`src/rtl/modq_pkg.sv`:
```
// modq_pkg: shared constants, types and state encoding for the Q=769 modular inverter
package modq_pkg;
  localparam int Q = 769;
  localparam int W = 10;
  localparam int MU = (1 << (2 * W)) / Q;
  typedef logic [W-1:0] residue_t;
  typedef logic [2*W-1:0] product_t;
  localparam residue_t EXP = residue_t'(Q - 2);
  typedef enum logic [2:0] {IDLE, SQR, MUL, CHK, DONE} modinv_state_t;
  function automatic int popcount(input residue_t v);
    int n;
    n = 0;
    for (int k = 0; k < W; k++) n += int'(v[k]);
    return n;
  endfunction
`ifdef MODINV_SELFCHECK_EN
  localparam int LATENCY = W + popcount(EXP) + 1;
`else
  localparam int LATENCY = W + popcount(EXP);
`endif
endpackage

```
`src/rtl/modq_mulred.sv`:
```
// modq_mulred: combinational residue multiply followed by Barrett reduction mod Q
module modq_mulred
  import modq_pkg::*;
(
  input  residue_t x,
  input  residue_t y,
  output residue_t r
);
  localparam logic [2*W:0] QX = (2*W+1)'(Q);
  localparam logic [2*W:0] MUX = (2*W+1)'(MU);
  product_t p;
  logic [2*W:0] hm, t, d0, d1;
  // Quotient estimate undershoots by at most two, so two trial subtractions finish the reduction
  always_comb begin
    p = product_t'(x) * product_t'(y);
    hm = (2*W+1)'(p >> W) * MUX;
    t = hm >> W;
    d0 = {1'b0, p} - t * QX;
    d1 = d0 >= QX ? d0 - QX : d0;
    r = residue_t'(d1 >= QX ? d1 - QX : d1);
  end
endmodule

```
`src/rtl/modinv_769.sv`:
```
// modinv_769: constant-time Fermat inverter a^(Q-2) mod Q; MODINV_SELFCHECK_EN adds a base*acc==1 check state
module modinv_769
  import modq_pkg::*;
(
  input  logic         clk,
  input  logic         rst_n,
  input  logic         in_valid,
  output logic         in_ready,
  input  logic [W-1:0] in_a,
  output logic         out_valid,
  input  logic         out_ready,
  output logic [W-1:0] out_inv,
  output logic         out_err
);
  localparam int IW = $clog2(W);
`ifdef MODINV_SELFCHECK_EN
  localparam modinv_state_t FIN = CHK;
`else
  localparam modinv_state_t FIN = DONE;
`endif
  modinv_state_t state_q, state_d;
  logic [IW-1:0] i_q, i_d;
  residue_t acc_q, acc_d, base_q, base_d, inv_q, inv_d, r, y;
  logic err_q, err_d, oerr_q, oerr_d, bad, fault;
  assign y = state_q == SQR ? acc_q : base_q;
  modq_mulred u_mulred (.x(acc_q), .y(y), .r(r));
`ifdef MODINV_SELFCHECK_EN
  assign fault = state_q == CHK && r != residue_t'(1) && !err_q;
`else
  assign fault = 1'b0;
`endif
  assign bad = in_a == '0 || in_a >= residue_t'(Q);
  assign in_ready = state_q == IDLE;
  assign out_valid = state_q == DONE;
  assign out_inv = inv_q;
  assign out_err = oerr_q;
  // Square-and-multiply schedule over every exponent bit; outputs load only when entering DONE
  always_comb begin
    state_d = state_q;
    i_d = i_q;
    acc_d = acc_q;
    base_d = base_q;
    err_d = err_q;
    inv_d = inv_q;
    oerr_d = oerr_q;
    case (state_q)
      IDLE: if (in_valid) begin
        base_d = bad ? residue_t'(1) : in_a;
        err_d = bad;
        acc_d = residue_t'(1);
        i_d = IW'(W - 1);
        state_d = SQR;
      end
      SQR: begin
        acc_d = r;
        if (EXP[i_q]) state_d = MUL;
        else if (i_q == '0) state_d = FIN;
        else i_d = i_q - 1'b1;
      end
      MUL: begin
        acc_d = r;
        if (i_q == '0) state_d = FIN;
        else begin
          i_d = i_q - 1'b1;
          state_d = SQR;
        end
      end
      CHK: state_d = DONE;
      DONE: if (out_ready) state_d = IDLE;
      default: state_d = IDLE;
    endcase
    if (state_d == DONE && state_q != DONE) begin
      inv_d = (err_q || fault) ? '0 : acc_d;
      oerr_d = err_q || fault;
    end
  end
  // State and datapath registers; reset aborts any operation in flight
  always_ff @(posedge clk or negedge rst_n) begin
    if (!rst_n) begin
      state_q <= IDLE;
      i_q <= '0;
      acc_q <= '0;
      base_q <= '0;
      err_q <= 1'b0;
      inv_q <= '0;
      oerr_q <= 1'b0;
    end else begin
      state_q <= state_d;
      i_q <= i_d;
      acc_q <= acc_d;
      base_q <= base_d;
      err_q <= err_d;
      inv_q <= inv_d;
      oerr_q <= oerr_d;
    end
  end
endmodule

```
`config.mk`:
```
export PLATFORM = sky130hd
export DESIGN_NAME = modinv_769
export DESIGN_NICKNAME = d
export VERILOG_FILES = /design/src/rtl/modq_pkg.sv /design/src/rtl/modq_mulred.sv /design/src/rtl/modinv_769.sv
export SDC_FILE = /design/constraint.sdc
export NUM_CORES = 1
export LEC_CHECK = 0
export ABC_CLOCK_PERIOD_IN_PS = 15320
export BUFFER_PORTS_ARGS = -buffer_cell sky130_fd_sc_hd__buf_2
export CORE_MARGIN = 2
export CORE_UTILIZATION = 54
export CTS_BUF_LIST = sky130_fd_sc_hd__clkbuf_8
export DETAILED_ROUTE_END_ITERATION = 12
export GPL_ROUTABILITY_DRIVEN = 0
export PLACE_DENSITY = 0.75
export SKIP_CTS_REPAIR_TIMING = 1
export SLEW_MARGIN = 20
export SYNTH_ARGS = -nofsm -noshare
export SYNTH_HDL_FRONTEND = slang
export SYNTH_HIERARCHICAL = 1
export SYNTH_SLANG_ARGS = --single-unit
```
`constraint.sdc`:
```
create_clock -name clk -period 15.32 [get_ports clk]
set_input_delay 1.532 -clock clk [delete_from_list [all_inputs] [get_ports clk]]
set_output_delay 1.532 -clock clk [all_outputs]
set_load 0.01 [all_outputs]
```
==> results.json <==
{
  "holdPathEnd": "out_inv[7]",
  "arrival_ns": 15.73,
  "violations": "setup timing",
  "final_nets": 1602,
  "routed_wl_mm": 25.97,
  "dr.pass1.iters": 5,
  "skew_ns": 0.01162,
  "synth_compound_area_share_pct": 15.59,
  "rsz0062_at_grt": "true",
  "cts_made_buffers": 5,
  "cts_root_buf": "clkbuf_8",
  "endpoint_kind": "flop",
  "cts_tree": "done",
  "ant_nets": 0,
  "synth_top_family_by_area": "adder cells",
  "drcViolationCount": 0,
  "place.port_buffers": 26,
  "diodes": 0,
  "fin_crit_ns": 15.51,
  "clkTransAtPathRegs_ns": 0.08,
  "grt_pass1_wl_mm": 40.39,
  "maxCapViolCount": 0,
  "syn_inst": 1191,
  "cp_num_buf_inv": 19,
  "hp-class": "reg2reg",
  "grt_pass1_vias": 8714,
  "clk_latency_ns": 0.29,
  "drt-initial-drc-count": 567,
  "synth-edff-count": 0,
  "hold_violations": 0,
  "dr_total_vias": 8986,
  "timing.fmax_mhz": 64.46,
  "r2r-start": "state_q[2]",
  "synth_area_per_cell_um2": 8.688,
  "core_mm2": 0.01877,
  "path_class": "reg2reg",
  "slowest_stage": "fa_1",
  "ff2ff_setup_slack_ns": -0.19,
  "synth-simple-area-share_pct": 16.75,
  "cp_max_fo": 7,
  "cp-start-kind": "flop",
  "grt_start_max_net_pins": 40,
  "fillers": 1449,
  "num_io_pins": 27,
  "critical-path-max-stage-delay_ns": 0.55,
  "period_share_pct": 101.3,
  "cts_sinks": 39,
  "synth_xor_area_share_pct": 6.675,
  "synth_area_leaders": "ha_1 (23%), fa_1 (19%), dfrtp_1 (9.4%)",
  "r2r_end": "out_inv[4]",
  "post-route-util_pct": 66.73,
  "num_rows": 50,
  "max-clock-path-buffers": 2,
  "worst_pin_slew_ns": 1.249,
  "setup_ws_ns": -0.1940,
  "yosys-mux-area-fraction_pct": 2.092,
  "finalMaxSlewViolations": 0,
  "viasPerCell": 5.835,
  "dp_hpwl_mm": 19.91,
  "synth_warnings": 6,
  "ys_async_sr_fraction_pct": 100.0,
  "ys_types": 86,
  "synth_area_mm2": 0.01035,
  "cp_top_family": "adder cells",
  "seq_area_frac_synth_pct": 9.432,
  "die_h_um": 142.4,
  "synth_ff_type": "dfrtp_1",
  "yosys.area.top_type": "ha_1",
  "routedWlPerCell_um": 16.86,
  "start_util_pct": 55.13,
  "cts-htree-levels": 2,
  "synth_seq_cells": 39,
  "grt-ovfl-total": 0,
  "crit_required_ns": 15.54,
  "status": "finished, violations left",
  "area_growth_pct": 21.04,
  "r2r_cells": 73,
  "die-area_mm2": 0.02028,
  "tns_ns": -1.719,
  "drive_above_1_share_pct": 24.50,
  "synth_fp_nets": 1488,
  "min_from": "out_inv[7]",
  "synth_top_area_share_pct": 22.61,
  "setup_viol": 20,
  "fp.dieW_um": 142.4,
  "synthAdderAreaFrac_pct": 41.19,
  "antenna_found_initial": 0,
  "grtUsageTotal_pct": 23.90,
  "hold_depth": 2,
  "max-slew-margin-rel_pct": 16.11
}
==> area by class of cell <==
type                            count  area [µm²]  share of cell area (%)
Clock inverter                      3       16.27                  0.1299
Sequential cell                    39       975.9                   7.792
Timing Repair Buffer              139        1018                   8.132
Inverter                          191       716.9                   5.724
Tap cell                          234       292.8                   2.338
Multi-Input combinational cell    929        9435                   75.33
Clock buffer                        5       68.82                  0.5495
==> flip-flops by register name, summed over array words and instances (netlist names) <==
signal and cells:
acc_q 10, base_q 10, out_inv 10, i_q 4, state_q 3, err_q 1
out_err 1
==> worst max-delay path by stage <==
stage,startpoint,end,cells past startpoint
final,state_q[2],out_inv[4],73
after global routing,state_q[2],out_inv[4],66
after floorplan,state_q[2],out_inv[0],74
after global placement,state_q[1],out_inv[7],68
after CTS,state_q[1],out_inv[7],68
after detailed placement,state_q[1],out_inv[7],67
==> synthesized netlist by cell type, types with 4 or more instances <==
| library cell | number |
|---|---|
| o211ai_1 | 10 |
| o21ai_0 | 33 |
| buf_2 | 4 |
| or3_1 | 5 |
| and2_1 | 75 |
| nor2_1 | 38 |
| o2111ai_1 | 5 |
| a21o_1 | 19 |
| mux2_2 | 11 |
| nor2b_1 | 8 |
| nor4_1 | 4 |
| fa_1 | 96 |
| a31oi_1 | 9 |
| a22o_1 | 16 |
| and3_1 | 5 |
| a211oi_1 | 11 |
| nand3_1 | 16 |
| o21bai_1 | 6 |
| o21ai_1 | 12 |
| inv_1 | 191 |
| clkbuf_1 | 26 |
| nand2_1 | 93 |
| o21a_1 | 5 |
| nand2b_1 | 7 |
| mux2i_1 | 7 |
| a22oi_1 | 10 |
| xnor2_1 | 52 |
| nor3b_1 | 6 |
| a21boi_0 | 4 |
| a21oi_1 | 54 |
| nor3_1 | 16 |
| xor2_1 | 25 |
| ha_1 | 187 |
| or2_1 | 4 |
| nand4_1 | 8 |
| dfrtp_1 | 39 |
==> kinds of logic (layout without fill, tap and decap cells) <==
group | after synthesis | after routing
multiplexers | 20 | 20
AND/OR/NAND/NOR | 318 | 318
buffers and inverters | 224 | 338
AO/OA/AOI/OAI | 229 | 230
adder cells (fa/ha/maj) | 283 | 283
flip-flops | 39 | 39
XOR/XNOR | 78 | 78
==> worst min-delay path, delay by kind of cell, from the launching register on <==
kind,cells,cell delay (ns)
DFF,1,0.34
AOI/OAI and AO/OA,1,0.06
and+or+nand+nor,1,0.05
==> placed cells by master (no fill, tap or decap), types with 8 or more instances in the layout <==
master / synthesis / final
a21o_1: 19 / 19
a21oi_1: 54 / 41
a21oi_2: 1 / 11
a22o_1: 16 / 16
and2_1: 75 / 74
buf_2: 4 / 26
buf_4: 1 / 104
dfrtp_1: 39 / 39
fa_1: 96 / 93
ha_1: 187 / 160
ha_4: 0 / 23
inv_1: 191 / 169
inv_2: 0 / 23
nand2_1: 93 / 84
nand3_1: 16 / 15
nand4_1: 8 / 8
nor2_1: 38 / 37
nor3_1: 16 / 14
o211ai_1: 10 / 10
o21ai_0: 33 / 27
o21ai_1: 12 / 13
xnor2_1: 52 / 39
xnor2_2: 1 / 13
xor2_1: 25 / 20
==> layer usage <==
metal	global-route usage (%)	routed length, µm	vias to the layer above
li1	-	-	4284
met1	31.58	10990	4416
met2	43.50	13420	225
met3	2.052	842	61
met4	3.752	711	0
met5	0	0	-
==> metrics by stage <==
step | instances | setup slack (ns) | cell area, µm² | hold WS [ns]
4_1_cts | 1512 | -0.3200 | 11560 | 0.4892
5_1_grt | 1540 | -0.7939 | 12520 | 0.5146
6_report | 1540 | -0.1940 | 12520 | 0.4829
2_1_floorplan | 1191 | 0.003661 | 10610 | 0.4348
3_5_place_dp | 1504 | -0.2629 | 11480 | 0.4702
3_3_place_gp | 1504 | -0.07369 | 11480 | 0.4650
Power is left out: the tool's default activity adds up to more than one toggle a clock period on the data nets, which glitch-free logic cannot reach.
